**src/rtl/uart_rx_fifo.sv**
```systemverilog
// Receive-side FIFO between the UART receiver and the byte consumer.
// Stores {frame_err, parity_err, data} per character with a first-word fall-through read port.
module uart_rx_fifo #(
  parameter int DATA_BITS = 8,
  parameter int DEPTH     = 16
) (
  input  logic                       clk,
  input  logic                       reset,
  input  logic [DATA_BITS-1:0]       rx_data,
  input  logic                       data_ready,
  input  logic                       parity_err,
  input  logic                       frame_err,
  output logic [DATA_BITS-1:0]       rd_data,
  output logic                       rd_parity_err,
  output logic                       rd_frame_err,
  output logic                       rd_valid,
  input  logic                       rd_ready,
  output logic [$clog2(DEPTH):0]     level,
  output logic                       full,
  output logic                       empty,
  output logic                       overflow,
  input  logic                       overflow_clr
);
  localparam int AW = $clog2(DEPTH);
  localparam int EW = DATA_BITS + 2;
  localparam logic [AW-1:0] PTR_ONE = AW'(1);
  localparam logic [AW:0]   CNT_ONE = (AW+1)'(1);

  typedef struct packed {
    logic                 frame_err;
    logic                 parity_err;
    logic [DATA_BITS-1:0] data;
  } entry_t;

  entry_t          mem [DEPTH];
  entry_t          head;
  logic [AW-1:0]   wr_ptr, rd_ptr;
  logic [AW:0]     count;
  logic            push, pop, drop;

  assign full     = (count == (AW+1)'(DEPTH));
  assign empty    = (count == '0);
  assign rd_valid = ~empty;
  assign level    = count;

  assign pop  = rd_valid & rd_ready;
  // A full FIFO still takes a byte when the head leaves in the same cycle.
  assign push = data_ready & (~full | pop);
  assign drop = data_ready & full & ~pop;

  assign head          = mem[rd_ptr];
  assign rd_data       = head.data;
  assign rd_parity_err = head.parity_err;
  assign rd_frame_err  = head.frame_err;

  // Storage is intentionally left out of reset.
  always_ff @(posedge clk) begin
    if (push) mem[wr_ptr] <= '{frame_err: frame_err, parity_err: parity_err, data: rx_data};
  end

  always_ff @(posedge clk) begin
    if (!reset) begin
      wr_ptr   <= '0;
      rd_ptr   <= '0;
      count    <= '0;
      overflow <= 1'b0;
    end else begin
      if (push) wr_ptr <= wr_ptr + PTR_ONE;
      if (pop)  rd_ptr <= rd_ptr + PTR_ONE;
      if (push && !pop)      count <= count + CNT_ONE;
      else if (pop && !push) count <= count - CNT_ONE;
      // A drop in the same cycle as a clear keeps the flag set.
      if (drop)              overflow <= 1'b1;
      else if (overflow_clr) overflow <= 1'b0;
    end
  end

  logic unused_ok;
  assign unused_ok = &{1'b0, EW[0]};
endmodule

```
**config.mk**
```make
export PLATFORM = sky130hd
export DESIGN_NAME = uart_rx_fifo
export DESIGN_NICKNAME = d
export VERILOG_FILES = /design/src/rtl/uart_rx_fifo.sv
export SDC_FILE = /design/constraint.sdc
export NUM_CORES = 1
export LEC_CHECK = 0
export ABC_AREA = 1
export ABC_CLOCK_PERIOD_IN_PS = 5050
export BUFFER_PORTS_ARGS = -buffer_cell sky130_fd_sc_hd__buf_2
export CAP_MARGIN = 20
export CORE_MARGIN = 2
export CORE_UTILIZATION = 55
export CTS_BUF_LIST = sky130_fd_sc_hd__clkbuf_16
export DETAILED_ROUTE_END_ITERATION = 7
export PLACE_DENSITY = 0.75
export SYNTH_ARGS = -nofsm -noshare
export SYNTH_HDL_FRONTEND = slang
export SYNTH_SLANG_ARGS = --single-unit
```
**constraint.sdc**
```tcl
create_clock -name clk -period 5.05 [get_ports clk]
set_clock_uncertainty 0.05 [all_clocks]
set_input_delay 1.01 -clock clk [delete_from_list [all_inputs] [get_ports clk]]
set_output_delay 1.01 -clock clk [all_outputs]
set_load 0.01 [all_outputs]
```
After elaboration in Yosys (flattened, before gate mapping). Memory sizes are Yosys's and may differ from the RTL's. A register that Yosys moved wholly into a read port is not among the register bits. Index checks and enable logic that the tools add are counted.

Register bits: 14. Memory bits (writable): 160. Input bits: 15. Output and inout bits: 19. Logic and storage cells: 33. Memories: 1.

Memory list: mem (words 16, bits a word 10, read ports 1, clocked after Yosys merged registers in 1, write ports 1, line 35) `entry_t mem [DEPTH];`.

$add $sub $neg: 4. Equal/unequal tests: 1. Muxes and demuxes: 8. Bitwise logic cells: 8. Reduce and logical (&&, ||, !) cells: 7.

Operators with widths (count): $mux 5 (2); $add 4x1->4 const B (2); $mux 4 (2); $add 5x1->5 const B (1); $eq 5x5->1 const B (1); $logic_not 5->1 (1); $sub 5x1->5 const B (1); $and 1x1->1 (4); $mux 1 (4); $reduce_bool 2->1 (2); $not 1->1 (3); $logic_and 1x1->1 (2); $logic_not 1->1 (2); $or 1x1->1 (1).

Depth between registers and ports, before layout. Gate-level depths: netlist (run 1).

Depth after elaboration: 9. Mapped depth: 14.

Worst setup path after synthesis (run 1). No wires, ideal clock.

Path type: input -> register. Start: in rd_ready. End: reg count[4] (netlist: level[4]). Library setup time: 70 ps. Data arrival time: 2572 ps. Slack: 2358 ps. Stages: 13. Path through: inv_1 -> nand4_2 -> nand2_1 -> inv_2 -> ha_1 -> inv_1 -> ha_1 -> or2_2 -> nand2_1 -> nand2_1 -> nand2_1 -> nand2_1 -> a21oi_1.

Word-level cells in the longest chain between the ends: 6.

Ends and longest elaborated chain: from (decl) (line 17) `input logic rd_ready,`; $and 1x1->1 (*) (line 46) `assign pop = rd_valid & rd_ready;`; $or 1x1->1 (*) (line 48) `assign push = data_ready & (~full | pop);`; $and 1x1->1 (*) (line 48); named net push (line 39) `logic push, pop, drop;`; $logic_not 1->1 (line 71) `else if (pop && !push) count <= count - CNT_ONE;`; $logic_and 1x1->1 (line 71); $reduce_bool 2->1 (no line); to (signal assigned) (line 70) `if (push && !pop) count <= count + CNT_ONE;`; to (signal assigned) (line 71); to (decl) (line 38) `logic [AW:0] count;`.

The timed path passes the listed nets; every way through them passes the cells marked *. A chain may end at the register's enable or synchronous reset.

==> metrics.yaml, run 1 <==
synth-async-reset-ratio_pct: 0
grt_first_pass_wirelength_um: 25700
seq_area_frac_synth_pct: 68.5
outcome: "finished clean"
whs_path_depth: 2
number_of_distinct_standard_cells_referenced_by_the_synthesized_netlist: 27
post-synth-top-area-cell: "sky130_fd_sc_hd__edfxtp_1"
floorplan.io_pins: 34
initial_core_util_pct: 56.7
postCtsHoldBufs: 0
timing.hold.worst.class: "reg -> reg"
worstHoldEndpoint: "overflow"
critical_path_arrival_ns: 2.38
clock_sink_count: 178
worst-slew-pin-transition_ns: 1.13
fp.dieW_um: 121
rsz_0062_raised_after_global_routing: "false"
worst_ir_drop_vdd_uv: 354
num-fill-cells: 970
standard_cell_rows: 42
critical_path_peak_fanout: 92
detailed_place.area_sq_um: 7810
finalCriticalPeriod_ns: 3.44
worst_skew_pair.late_latency_ns: 0.42
total_setup_buffers_inserted_after_cts: 0
place_worst_setup_slack_ns: 1.88
synth_top_cell_area_share_pct: 63.7
synthesis.instances: 703
route.vias.total: 5118
endpoint_required_time_on_the_critical_path_ns: 3.99
synth_nets: 728
netlist_top_cells_area: "sky130_fd_sc_hd__edfxtp_1 64%, sky130_fd_sc_hd__nand2_1 9.9%, sky130_fd_sc_hd__nand3_1 5.2%"
routabilityCongestion: 0.825
synth.yosys.warnings: 0
fp.dieArea_sq_um: 14700
stdcell_area_sq_um: 8480
area_added_between_synthesis_and_finish_pct: 12.5
maxSlewViolCount: 0
fmax_mhz: 290
finalNetCount: 762
reg2reg_from: "level[2]"
cts-root-buf: "sky130_fd_sc_hd__clkbuf_16"
setup.reg_to_reg.worst_slack_ns: 2.58
cts_max_path_bufs: 2
endpoint_kind: "primary output"
hold_violations: 0
remaining_drc_errors: 0
timing_worst_setup_path_type: "reg -> out"
cellPowerDensity_nw_per_um2: 470
number_of_i_o_port_buffers: 33
critPathLaunchType: "flip-flop"
diodes: 0
period_share_pct: 68.2
final_layout_size_suffix_gt1_share_pct: 10.9
grt_start_max_net_pins: 93
cts_repair_resize_count: 0
final_critical_path_setup_slack_ns: 1.61
avgRoutedWirePerCell_um: 17.7
placeableCoreArea_sq_um: 13300
drv.max_cap_violation_count: 0
ys.flop_type: "sky130_fd_sc_hd__edfxtp_1"
total_leakage_power_nw: 3.37
post_drt_via_cell_ratio: 5.53
place_hpwl_um: 9930
timing.final.setup_violations: 0
total_routing_usage_gr_pct: 23.9
grt_antenna_before_repair: 0
grt_pass1_vias: 4873
synth_edf_count: 160
clk_pin_slew_worst_paths_ns: 0.06
reg2reg_to: "level[4]"
global_route.overflow_total: 0
synth_area_sq_um: 7540
tritoncts: "built"
yosys_register_bits: 178
ant_nets: 0
hold_path.startpoint: "overflow"
dr.pass1.iters: 5
routed_wl_um: 16400
drt_first_iter_violations: 575
post_synth.cell_area_avg_sq_um: 10.7
chipHeight_um: 121
totalNegativeSetupSlack_ns: 0
cts.htree.levels: 4
worstRegToRegCells: 13
finalPower_mw: 3.98
numCtsBuffers: 17
worst_slew_margin_rel_pct: 24.7
[flip-flops by register name (all words and copies together) (netlist names), named ones only]
signal	cells
level	5
mem	160
overflow	1
rd_ptr	4
wr_ptr	4
[cells in the mapped netlist, types with 6 or more instances]
master                       n
sky130_fd_sc_hd__nand3_1    78
sky130_fd_sc_hd__clkbuf_1   13
sky130_fd_sc_hd__o21ai_0    26
sky130_fd_sc_hd__dfxtp_1    18
sky130_fd_sc_hd__nor2_1     91
sky130_fd_sc_hd__edfxtp_1  160
sky130_fd_sc_hd__o21ai_1     7
sky130_fd_sc_hd__inv_1      48
sky130_fd_sc_hd__a21oi_1     8
sky130_fd_sc_hd__o211ai_1   12
sky130_fd_sc_hd__nand2_1   198
sky130_fd_sc_hd__buf_4       8
sky130_fd_sc_hd__ha_1        9
sky130_fd_sc_hd__buf_2       6
[final cells by class]
cell class / count / area (sq um) / area share [%]
Sequential cell: 178 / 5170 / 60.9
Clock buffer: 17 / 425 / 5.01
Multi-Input combinational cell: 441 / 1990 / 23.5
Inverter: 53 / 199 / 2.35
Clock inverter: 15 / 176 / 2.08
Timing Repair Buffer: 46 / 303 / 3.57
Tap cell: 176 / 220 / 2.60
[power by group]
group          switching [mW]  leakage [nW]  total (mW)  internal [mW]
logic                   0.626          1.48       0.945          0.319
clock network           0.511         0.299        1.33          0.815
registers              0.0523          1.59        1.71           1.66
total                    1.19          3.37        3.98           2.79
[worst max-delay path, stage by stage, from the launching register on]
cell and delay (ns):
sky130_fd_sc_hd__dfxtp_2 0.33, sky130_fd_sc_hd__buf_4 0.71, sky130_fd_sc_hd__nand2_1 0.16, sky130_fd_sc_hd__nand2_1 0.14, sky130_fd_sc_hd__nand2_1 0.07, sky130_fd_sc_hd__nand3_1 0.14
sky130_fd_sc_hd__nand3_1 0.11, sky130_fd_sc_hd__nand2_1 0.10, sky130_fd_sc_hd__buf_2 0.13
[metrics by stage]
stage / utilization [%] / instances / hold WS (ns)
floorplan: - / 703 / 0.421
global placement: 58.4 / 884 / 0.400
detailed placement: 58.8 / 888 / 0.423
CTS: 63.3 / 920 / 0.433
global route: 63.8 / 926 / 0.458
finish: 63.8 / 926 / 0.429
[per-layer routing]
layer	share of wire [%]	track usage (%)	wire, um
met5	0	0	0
met4	2.9	11.6	481
met3	7.1	5.08	1170
met2	49	38.0	8030
met1	41	31.4	6720
[kinds of logic after synthesis]
kind of cell               Yosys count  synth area share [%]
and+or+nand+nor                    374                  20.3
AOI/OAI and AO/OA                   53                  3.92
buffers and inverters               84                  5.08
adders and majority gates           10                  1.76
xor gates and xnor gates             4                 0.465
DFF                                178                  68.5
[worst max-delay path by stage]
stage               from    endpoint  slack [ns]  cells after the start
2_1_floorplan   rd_ready    level[4]        2.36                     13
3_3_place_gp   flip-flop  rd_data[3]        1.96                      6
3_5_place_dp   flip-flop  rd_data[6]        1.88                      7
4_1_cts        flip-flop  rd_data[6]        1.41                      7
5_1_grt        flip-flop  rd_data[7]        1.46                      8
6_report       flip-flop  rd_data[7]        1.61                      8
[cells in the final DEF (no fill, tap or decap)]
master / netlist / layout
sky130_fd_sc_hd__o21ai_0: 26 / 26
sky130_fd_sc_hd__buf_6: 4 / 4
sky130_fd_sc_hd__nand2_2: 1 / 1
sky130_fd_sc_hd__clkinvlp_4: 0 / 2
sky130_fd_sc_hd__xnor2_1: 1 / 1
sky130_fd_sc_hd__bufinv_16: 0 / 4
sky130_fd_sc_hd__dfxtp_1: 18 / 17
sky130_fd_sc_hd__clkinv_4: 0 / 1
sky130_fd_sc_hd__ha_1: 9 / 9
sky130_fd_sc_hd__nor2_1: 91 / 91
sky130_fd_sc_hd__nand2_1: 198 / 198
sky130_fd_sc_hd__nor2_2: 1 / 1
sky130_fd_sc_hd__nand3_2: 1 / 1
sky130_fd_sc_hd__nand4_1: 1 / 1
sky130_fd_sc_hd__clkinv_2: 0 / 2
sky130_fd_sc_hd__inv_2: 4 / 4
sky130_fd_sc_hd__o21ai_1: 7 / 7
sky130_fd_sc_hd__inv_1: 48 / 51
sky130_fd_sc_hd__nand3_1: 78 / 78
sky130_fd_sc_hd__clkinv_1: 1 / 4
sky130_fd_sc_hd__nand4_2: 1 / 1
sky130_fd_sc_hd__buf_2: 6 / 33
sky130_fd_sc_hd__buf_12: 0 / 2
sky130_fd_sc_hd__a21oi_1: 8 / 8
sky130_fd_sc_hd__buf_4: 8 / 7
sky130_fd_sc_hd__clkbuf_16: 0 / 17
sky130_fd_sc_hd__edfxtp_1: 160 / 160
sky130_fd_sc_hd__dfxtp_2: 0 / 1
sky130_fd_sc_hd__nand3b_1: 1 / 1
sky130_fd_sc_hd__o211ai_1: 12 / 12
sky130_fd_sc_hd__xor2_1: 3 / 3
sky130_fd_sc_hd__or2_2: 1 / 1
sky130_fd_sc_hd__fa_1: 1 / 1
Power figures use the tool's default switching activity.
==> inputs of run 2 (changes only) <==
Settings changed: ABC_CLOCK_PERIOD_IN_PS 5050 to 3000, PLACE_DENSITY 0.75 to 0.78.
Clock period 5.05 ns to 3 ns, I/O delays scaled along.
==> metrics.yaml, run 2 (same netlist as run 1, synthesis figures left out) <==
critical_path.max_stage_delay_ns: 0.42
whs_path_depth: 4
clk_pin_slew_worst_paths_ns: 0.06
avgRoutedWirePerCell_um: 18.3
hold_path.startpoint: "overflow_clr"
total_leakage_power_nw: 3.45
critical_path_peak_fanout: 53
worstHoldEndpoint: "overflow"
total_routing_usage_gr_pct: 25.3
setup.reg_to_reg.worst_slack_ns: 0.49
remaining_drc_errors: 0
cellPowerDensity_nw_per_um2: 793
grt_first_pass_wirelength_um: 27400
worst-slew-pin-transition_ns: 0.864
total_setup_buffers_inserted_after_cts: 0
crit_path_cell_trace: "inv_2 -> buf_12 -> nand2_1 -> nand2_1 -> nand2_1 -> nand3_1 -> nand3_1 -> nand2_1 -> buf_2"
routed_wl_um: 17200
numCtsBuffers: 17
crit_path_top_delay_cell: "sky130_fd_sc_hd__dfxtp_4"
clock_sink_count: 178
tritoncts: "built"
layout.cells.most_common_list: "198 x sky130_fd_sc_hd__nand2_1, 160 x sky130_fd_sc_hd__edfxtp_1, 91 x sky130_fd_sc_hd__nor2_1"
worst_slew_margin_rel_pct: 42.3
ant_nets: 0
worstRegToRegCells: 13
reg2reg_from: "level[2]"
chipHeight_um: 121
totalNegativeSetupSlack_ns: 0
critical_path.top_delay_family: "buffers and inverters"
stdcell_area_sq_um: 8590
hold_violations: 0
critPathLaunchType: "flip-flop"
drt_first_iter_violations: 574
finalPower_mw: 6.81
endpoint_kind: "primary output"
grt_pass1_vias: 5305
worst_ir_drop_vdd_uv: 650
standard_cell_rows: 42
largest_register_ffs: 160
final_layout_size_suffix_gt1_share_pct: 12.7
dr.pass1.iters: 5
grt_start_max_net_pins: 54
initial_core_util_pct: 56.7
placeableCoreArea_sq_um: 13300
period_share_pct: 92.8
number_of_i_o_port_buffers: 33
post_drt_via_cell_ratio: 5.66
timing.hold.worst.class: "in -> reg"
floorplan.io_pins: 34
register_containing_the_most_flip_flops_in_the_final_layout: "mem"
fmax_mhz: 359
reg2reg_to: "level[3]"
timing.final.setup_violations: 0
outcome: "finished clean"
rsz_0062_raised_after_global_routing: "false"
detailed_place.area_sq_um: 7990
endpoint_required_time_on_the_critical_path_ns: 2.35
timing_worst_setup_path_type: "reg -> out"
fp.dieArea_sq_um: 14700
cts.htree.levels: 4
route.vias.total: 5335
diodes: 0
worst_skew_pair.late_latency_ns: 0.43
finalCriticalPeriod_ns: 2.79
drv.max_cap_violation_count: 0
fp.dieW_um: 121
global_route.overflow_total: 0
cp.depth: 9
cts-root-buf: "sky130_fd_sc_hd__clkbuf_16"
critical_path_arrival_ns: 2.14
path_common_cell: "sky130_fd_sc_hd__nand2_1"
routabilityCongestion: 0.879
crit_buf_inv: 3
grt_antenna_before_repair: 0
postCtsHoldBufs: 0
place_hpwl_um: 10800
area_added_between_synthesis_and_finish_pct: 13.9
finalNetCount: 778
maxSlewViolCount: 0
cts_max_path_bufs: 2
most_common_cell_after_layout_fill_and_taps_aside: "sky130_fd_sc_hd__nand2_1"
==> run 2: area by class of cell <==
| type | count | area (sq um) |
|---|---|---|
| repair buffers | 62 | 408 |
| multi-input cells | 441 | 1990 |
| inverters | 53 | 199 |
| fillers | 982 | 4710 |
| clock buffers | 17 | 425 |
| well taps | 176 | 220 |
| clock inverters | 15 | 173 |
| flip-flops and latches | 178 | 5170 |
==> run 2: stage by stage <==
stage | setup slack [ns] | util [%] | hold slack [ns] | instances
floorplan | 0.718 | - | 0.421 | 703
global placement | 0.497 | 60.1 | 0.401 | 910
detailed placement | 0.395 | 60.1 | 0.415 | 910
CTS | 0.0832 | 64.6 | 0.379 | 942
global route | 0.0769 | 64.6 | 0.430 | 942
finish | 0.215 | 64.6 | 0.384 | 942
==> run 2: repair_timing <==
action                                 in CTS  in global routing
gates resized for setup                     0                  1
endpoints found under the hold margin       0                  0
setup endpoints to repair                   0                  3
==> run 2: metal layers <==
| layer | GRT usage [%] | up-vias | share of wire, % |
|---|---|---|---|
| met4 | 10.6 | 0 | 2.8 |
| li1 | - | 2468 | - |
| met1 | 32.4 | 2564 | 40 |
| met3 | 6.25 | 50 | 7.5 |
| met5 | 0 | - | 0 |
| met2 | 41.2 | 253 | 49 |
==> run 2: how the worst max path moves through the flow <==
stage / from / end / slack (ns)
6_report: flip-flop / rd_frame_err / 0.21
5_1_grt: flip-flop / rd_frame_err / 0.08
4_1_cts: flip-flop / rd_frame_err / 0.08
3_5_place_dp: rd_ready / level[3] / 0.40
3_3_place_gp: rd_ready / level[4] / 0.50
2_1_floorplan: rd_ready / level[4] / 0.72
==> run 2: tightest hold or removal path: cells and delay by family <==
| family | cells | cell delay [ns] |
|---|---|---|
| AND/OR/NAND/NOR | 1 | 0.05 |
| buffers and inverters | 2 | 0.10 |
| AO/OA/AOI/OAI | 1 | 0.06 |
==> run 2: report_power, final <==
part	internal, mW	total [mW]	switching, mW	leakage [nW]
registers	2.80	2.90	0.0986	1.59
clock network	1.37	2.25	0.881	0.297
logic	0.564	1.67	1.10	1.56
